===== config.mk =====
export PLATFORM = sky130hd
export DESIGN_NAME = ucontrol
export DESIGN_NICKNAME = d
export VERILOG_FILES = /design/src/rtl/microc_defs.sv /design/src/rtl/uc_decode.sv /design/src/rtl/ucontrol.sv
export SDC_FILE = /design/constraint.sdc
export NUM_CORES = 1
export LEC_CHECK = 0
export BUFFER_PORTS_ARGS = -buffer_cell sky130_fd_sc_hd__buf_2
export CAP_MARGIN = 10
export CORE_UTILIZATION = 45
export CTS_CLUSTER_SIZE = 40
export DETAILED_ROUTE_END_ITERATION = 8
export MAX_ROUTING_LAYER = met4
export PLACE_DENSITY = 0.76
export RECOVER_POWER = 50
export SLEW_MARGIN = 20
export SYNTH_ARGS = -nofsm -noshare
export SYNTH_HDL_FRONTEND = slang
export SYNTH_SLANG_ARGS = --single-unit

===== constraint.sdc =====
create_clock -name clk -period 1.7 [get_ports clk]
set_input_delay 0.51 -clock clk [delete_from_list [all_inputs] [get_ports clk]]
set_output_delay 0.51 -clock clk [all_outputs]
set_load 0.005 [all_outputs]

===== src/rtl/microc_defs.sv =====
// Shared constants for the microc control path: opcode encodings, ALU class
// bit and the control FSM state encoding.
package microc_defs;

    localparam logic [5:0] OP_LI   = 6'b000000;
    localparam logic [5:0] OP_J    = 6'b000100;
    localparam logic [5:0] OP_JZ   = 6'b000101;
    localparam logic [5:0] OP_JNZ  = 6'b000110;
    localparam logic [5:0] OP_HALT = 6'b000111;

    localparam int ALU_BIT = 5;

    localparam logic [2:0] ALU_NONE = 3'b000;

    // Bit 0 marks HALT so the halted output can be taken straight off the flop.
    typedef enum logic [1:0] {
        ST_RUN  = 2'b00,
        ST_HALT = 2'b01,
        ST_STEP = 2'b10
    } state_t;

    function automatic logic is_li(input logic [5:0] opcode);
        return opcode[5:2] == OP_LI[5:2];
    endfunction

endpackage


===== src/rtl/uc_decode.sv =====
// Combinational opcode decoder producing raw (ungated) datapath controls.
module uc_decode
    import microc_defs::*;
(
    input  logic [5:0] Opcode,
    input  logic       z,
    output logic       s_inc,
    output logic       s_inm,
    output logic       we3,
    output logic       wez,
    output logic [2:0] Op,
    output logic       is_halt
);

    always_comb begin
        s_inc   = 1'b1;
        s_inm   = 1'b0;
        we3     = 1'b0;
        wez     = 1'b0;
        Op      = ALU_NONE;
        is_halt = 1'b0;
        if (Opcode[ALU_BIT]) begin
            Op  = Opcode[4:2];
            we3 = 1'b1;
            wez = 1'b1;
        end else if (is_li(Opcode)) begin
            s_inm = 1'b1;
            we3   = 1'b1;
        end else begin
            // Anything not listed here falls through as a NOP.
            case (Opcode)
                OP_J:    s_inc = 1'b0;
                OP_JZ:   s_inc = ~z;
                OP_JNZ:  s_inc = z;
                OP_HALT: is_halt = 1'b1;
                default: ;
            endcase
        end
    end

endmodule


===== src/rtl/ucontrol.sv =====
// Control unit for microc: decode wrapped in a run/halt/single-step debug FSM
// that gates PC advance and register writes, plus a retired-instruction counter.
module ucontrol
    import microc_defs::*;
#(
    parameter bit START_RUN = 1'b1,
    parameter int CNT_W     = 16
) (
    input  logic             clk,
    input  logic             reset,
    input  logic [5:0]       Opcode,
    input  logic             z,
    input  logic             stop,
    input  logic             go,
    input  logic             step,
    output logic             s_inc,
    output logic             s_inm,
    output logic             we3,
    output logic             wez,
    output logic [2:0]       Op,
    output logic             pc_en,
    output logic             halted,
    output logic [CNT_W-1:0] icount
);

    localparam state_t RESET_STATE = START_RUN ? ST_RUN : ST_HALT;

    state_t     state;
    state_t     state_next;
    logic       dec_s_inc;
    logic       dec_s_inm;
    logic       dec_we3;
    logic       dec_wez;
    logic [2:0] dec_op;
    logic       dec_is_halt;

    uc_decode u_decode (
        .Opcode  (Opcode),
        .z       (z),
        .s_inc   (dec_s_inc),
        .s_inm   (dec_s_inm),
        .we3     (dec_we3),
        .wez     (dec_wez),
        .Op      (dec_op),
        .is_halt (dec_is_halt)
    );

    always_ff @(posedge clk or posedge reset) begin
        if (reset) begin
            state <= RESET_STATE;
        end else begin
            state <= state_next;
        end
    end

    // Executing states pass the decoder through; HALT forces safe, write-free controls.
    always_comb begin
        state_next = state;
        pc_en      = 1'b0;
        s_inc      = 1'b1;
        s_inm      = 1'b0;
        we3        = 1'b0;
        wez        = 1'b0;
        Op         = ALU_NONE;
        case (state)
            ST_RUN: begin
                pc_en = 1'b1;
                s_inc = dec_s_inc;
                s_inm = dec_s_inm;
                we3   = dec_we3;
                wez   = dec_wez;
                Op    = dec_op;
                if (dec_is_halt || stop) begin
                    state_next = ST_HALT;
                end
            end
            ST_STEP: begin
                pc_en      = 1'b1;
                s_inc      = dec_s_inc;
                s_inm      = dec_s_inm;
                we3        = dec_we3;
                wez        = dec_wez;
                Op         = dec_op;
                state_next = ST_HALT;
            end
            ST_HALT: begin
                if (go) begin
                    state_next = ST_RUN;
                end else if (step) begin
                    state_next = ST_STEP;
                end
            end
            default: state_next = ST_HALT;
        endcase
    end

    assign halted = state[0];

    always_ff @(posedge clk or posedge reset) begin
        if (reset) begin
            icount <= '0;
        end else if (pc_en) begin
            icount <= icount + CNT_W'(1);
        end
    end

endmodule

Word-level counts from Yosys, hierarchy flattened. Index checks and enable logic that the tools add are counted.

Register bits after elaboration: 18. Bits of input ports: 12. Output and inout port bits: 25. Word-level logic and storage cells: 38.

Add/sub/neg operators: 1. Equality and inequality tests: 8. Multiplexer cells: 21. Bitwise operators: 1. Reduce and logical (&&, ||, !) cells: 5.

Operators with widths (count): 6-bit by 3-bit == test with 1-bit output, second input constant (4); 16-bit by 1-bit adder with 16-bit output, second input constant (1); 1-bit two-way mux (14); 2-bit two-way mux (3); 3-bit two-way mux (2); 4-bit logical NOT (1); 2-bit one-hot mux with 2 select lines (1); 3-bit != test, second input constant (1); 1-bit one-hot mux with 3 select lines (1); 2-bit by 1-bit == test with 1-bit output, second input constant (1); 2-bit == test, second input constant (1); 2-bit logical NOT (1); 2-bit != test, second input constant (1); 2-bit AND reduction (1); 2-bit OR reduction (1); 1-bit logical OR (1); 1-bit NOT (1).

Longest topological paths before layout.
Word-level depth: 7. Depth in mapped cells: 5. Depth with buffers taken out: 5.

Modules after synthesis. Synthesis repeated with hierarchy kept, for this count alone.

Cells, all modules: 88. Area total of the unflattened synthesis: 1001.0 sq um.

Modules (own cells, without submodules): ucontrol (times used 1, cells an instance 78, area an instance 925.9 sq um, sequential area each 450.4 sq um); uc_decode (times used 1, cells an instance 10, area an instance 75.1 sq um, sequential area each 0.0 sq um).

Worst setup path before layout. Ideal clock, no wire load.

Kind: input port to output port. Start point: input port Opcode[3]. End point: output port we3. Arrival: 1.203 ns. Required time: 1.190 ns. Slack: -0.013 ns. Stages on the path: 3. Buffers on the path: 0. Cell sequence: nor3_1 > nor3b_1 > or2_2.

Cells in the longest elaborated chain, start to end: 4.

RTL lines: start, declared (RTL line ucontrol.sv:11) `input logic [5:0] Opcode,`; 4-bit logical NOT (RTL line microc_defs.sv:23) `return opcode[5:2] == OP_LI[5:2];`; 1-bit two-way mux (RTL line uc_decode.sv:26) `end else if (is_li(Opcode)) begin`; 1-bit two-way mux (RTL line uc_decode.sv:22) `if (Opcode[ALU_BIT]) begin`; 1-bit two-way mux (RTL line ucontrol.sv:65) `case (state)`; end, declared (RTL line ucontrol.sv:18) `output logic we3,`.

Every way passes these cells.

Worst setup path in the final report.
Start point: register state[0]. End point: output port we3.

Cells in the longest elaborated chain, start to end: 3. Elaborated cells between the ends (all ways): 4. Those cells by class: 1 x eq/ne; 1 x mux; 2 x reduce/logical.

RTL lines: start, declared (RTL line ucontrol.sv:28) `state_t state;`; start signal, assigned (RTL line ucontrol.sv:52) `state <= state_next;`; 2-bit == test / 2-bit logical NOT (equally long branches) (RTL line ucontrol.sv:65); 2-bit OR reduction (no source line) (*); 1-bit two-way mux (*) (RTL line ucontrol.sv:65).

Mark *: on every way between the ends. The rest lies on a longest branch, timed or not.

==> summary.txt <==
STA
  – Final hold vios: 0
  – Clk_skew: 0.00825 ns
  – Max-slew headroom: 36.4%
  – Final min period: 1.79 ns
  – Max-slew violation total from the final report: 0
  – Max Clock Freq: 0.558 GHz
  – RSZ-0062 raised after global routing: yes
  – Final period util: 106%
  – Setup ws final: -0.0937 ns
  – Setup TNS: -0.299 ns
  – Slew at the pin closest to its max-slew limit: 0.954 ns
  – Endpoints failing setup: 6

Routing
  – Drt via density: 4.99
  – Post-DR wirelength/cell: 12.1 um
  – Post-DRT Antenna Nets: 0
  – First drt pass iteration count: 4
  – DRC viols: 0
  – Routed WL: 1.75 mm
  – Vias: 723
  – 1st-iter DRT viols: 6

Placement
  – DP Wirelength: 1.28 mm
  – PortBufs: 36
  – RD Place Congestion: 0.795

Power and ir drop
  – Power, Total: 1.28 mW
  – LEAKAGE: 0.626 nW
  – Worst vdd ir: 0.000751 V
  – PwrDens: 1070 nW/um2

Global route
  – Total GRT Usage: 18.4%
  – First-pass GRT wire length: 2.66 mm
  – Initial antenna violation count: 0
  – Largest net degree at the start of global routing: 19
  – Gr ovfl total: 0
  – Vias in the first global route: 654

CTS
  – Clock transition at path regs: 0.11 ns
  – Max H-tree Level: 1
  – Clk sink count: 18
  – TritonCTS clock tree: built
  – CTS buffer count: 3
  – CTS root buf: clkbuf_4
  – Hold-fix buffers, CTS: 0
  – Skew-Pair Late Insertion Delay: 0.29 ns
  – Clock Path Buffers: 2

Worst setup path
  – Crit path from: state[0]$_DFFE_PP0P_
  – Critical path endpoint category: output port
  – CP startpoint kind: flip-flop
  – Worst R2R Path Depth: 6
  – R2r startpoint: state[0]$_DFFE_PP0P_
  – Flop-to-flop setup slack: 0 ns
  – Worst Path Arrival: 1.28 ns
  – CP max FO: 4
  – Critical path required time: 1.19 ns
  – Critical path type: reg2out
  – Reg2reg end: icount[9]$_DFFE_PP0P_
  – Critical path capture point: we3

Floorplan
  – Starting density of the core: 49.8%
  – Cell Rows: 15
  – Core area: 1780 um2
  – DIE AREA: 2160 um2
  – Die height: 46.4 um
  – Num ports: 37
  – Die Span X: 46.4 um

Outcome
  – Outcome: complete, but fails checks
  – Failing checks: negative setup slack

Synth
  – Synth warn: 0
  – Synth top area cells: dfrtp_1, xnor2_1, xor2_1
  – Post-synth EDFFs: 0
  – Net Count, Synth: 89
  – Sequential area share after synthesis: 50.7%
  – Post-synthesis instance total: 76
  – Synth async-reset ratio: 100%
  – Dominant synthesized flop cell: dfrtp_1
  – Mean Syn Cell Area: 11.7 um2
  – Yosys top cell by area: dfrtp_1
  – Distinct cell type count after synthesis: 27
  – #FFs+latches synth: 18
  – Share of the synthesized area in the top cell type: 50.7%
  – Mapped Area: 888 um2

Worst hold path
  – Worst hold path type: in2reg

Layout
  – ANT cells: 0
  – Area growth syn-to-layout: 35.1%
  – Final #Nets: 134
  – Layout cells sized above 1: 44.2%
  – Fin util: 67.3%
  – Most common cell after layout, fill and taps aside: buf_2
  – Most frequent cells in the layout: buf_2, dfrtp_1, xnor2_1

Run
  – Max_cap viols: 0
critical path, cell delays in order, from the launching register on:
cell and delay [ns]:
dfrtp_1 0.42, buf_6 0.14, nor3b_4 0.21, or2_4 0.15
buf_6 0.08
area by class of cell:
type / count / area [um2]
fillers: 151 / 583
flip-flops and latches: 18 / 450
multi-input cells: 55 / 433
repair buffers: 41 / 241
clock buffers: 4 / 36.3
well taps: 25 / 31.3
inverters: 2 / 7.51
per-stage QoR:
stage | hold WS (ns) | worst slack [ns] | cell area (um2) | std cells
floorplan | 0.408 | 0.0667 | 893 | 76
global placement | 0.419 | -0.0323 | 1120 | 140
detailed placement | 0.436 | -0.128 | 1120 | 140
CTS | 0.212 | -0.0958 | 1200 | 144
global route | 0.364 | -0.147 | 1200 | 145
finish | 0.381 | -0.0937 | 1200 | 145
cells in the mapped netlist, types with 2 or more instances:
master / number
dfrtp_1: 18
xnor2_1: 9
nand2_1: 6
xor2_1: 6
and2_1: 4
nand3_1: 4
nor2_1: 4
and2b_2: 2
and4_1: 2
inv_1: 2
nand4_1: 2
nor3_1: 2
where the power goes:
group	leakage [nW]	internal [mW]	switching, mW	total [mW]
Sequential	0.237	0.517	0.128	0.645
Combinational	0.368	0.217	0.158	0.376
Clock	0.0210	0.130	0.131	0.261
per-layer routing:
| metal | GRT usage, % | share of wire [%] | vias up |
|---|---|---|---|
| met3 | 4.71 | 6.2 | 2 |
| li1 | - | - | 348 |
| met5 | - | 0 | - |
| met2 | 29.2 | 51 | 29 |
| met1 | 21.6 | 42 | 344 |
| met4 | 8.82 | 0.91 | 0 |
sequential cells by signal (all words and copies together) (netlist names):
name    flops
icount     16
state       2
cell families (layout without fill, tap and decap cells):
family,after synthesis,after routing,share of synthesized area (%)
AOI/OAI and AO/OA,2,2,1.55
xor gates and xnor gates,15,15,14.8
adders and majority gates,1,1,1.41
buffers and inverters,3,47,2.11
DFF,18,18,50.7
muxes,2,2,2.39
and+or+nand+nor,35,35,27.0
what timing repair did:
item	4_1_cts	5_1_grt
cloned	0	0
setup buffers	0	1
setup endpoints to repair	5	7
gates resized for setup	10	3
pin swaps	6	3
worst min path at each step:
| stage | startpoint | end | cells past startpoint |
|---|---|---|---|
| 5_1_grt | go | state[1]$_DFFE_PP0P_ | 2 |
| 3_3_place_gp | state[1]$_DFFE_PP0P_ | state[1]$_DFFE_PP0P_ | 1 |
| 6_report | go | state[1]$_DFFE_PP0P_ | 2 |
| 2_1_floorplan | state[1]$_DFFE_PP0P_ | state[1]$_DFFE_PP0P_ | 1 |
| 3_5_place_dp | state[1]$_DFFE_PP0P_ | state[1]$_DFFE_PP0P_ | 1 |
| 4_1_cts | reset | state[0]$_DFFE_PP0P_ | 3 |
Power figures use the tool's default switching activity.
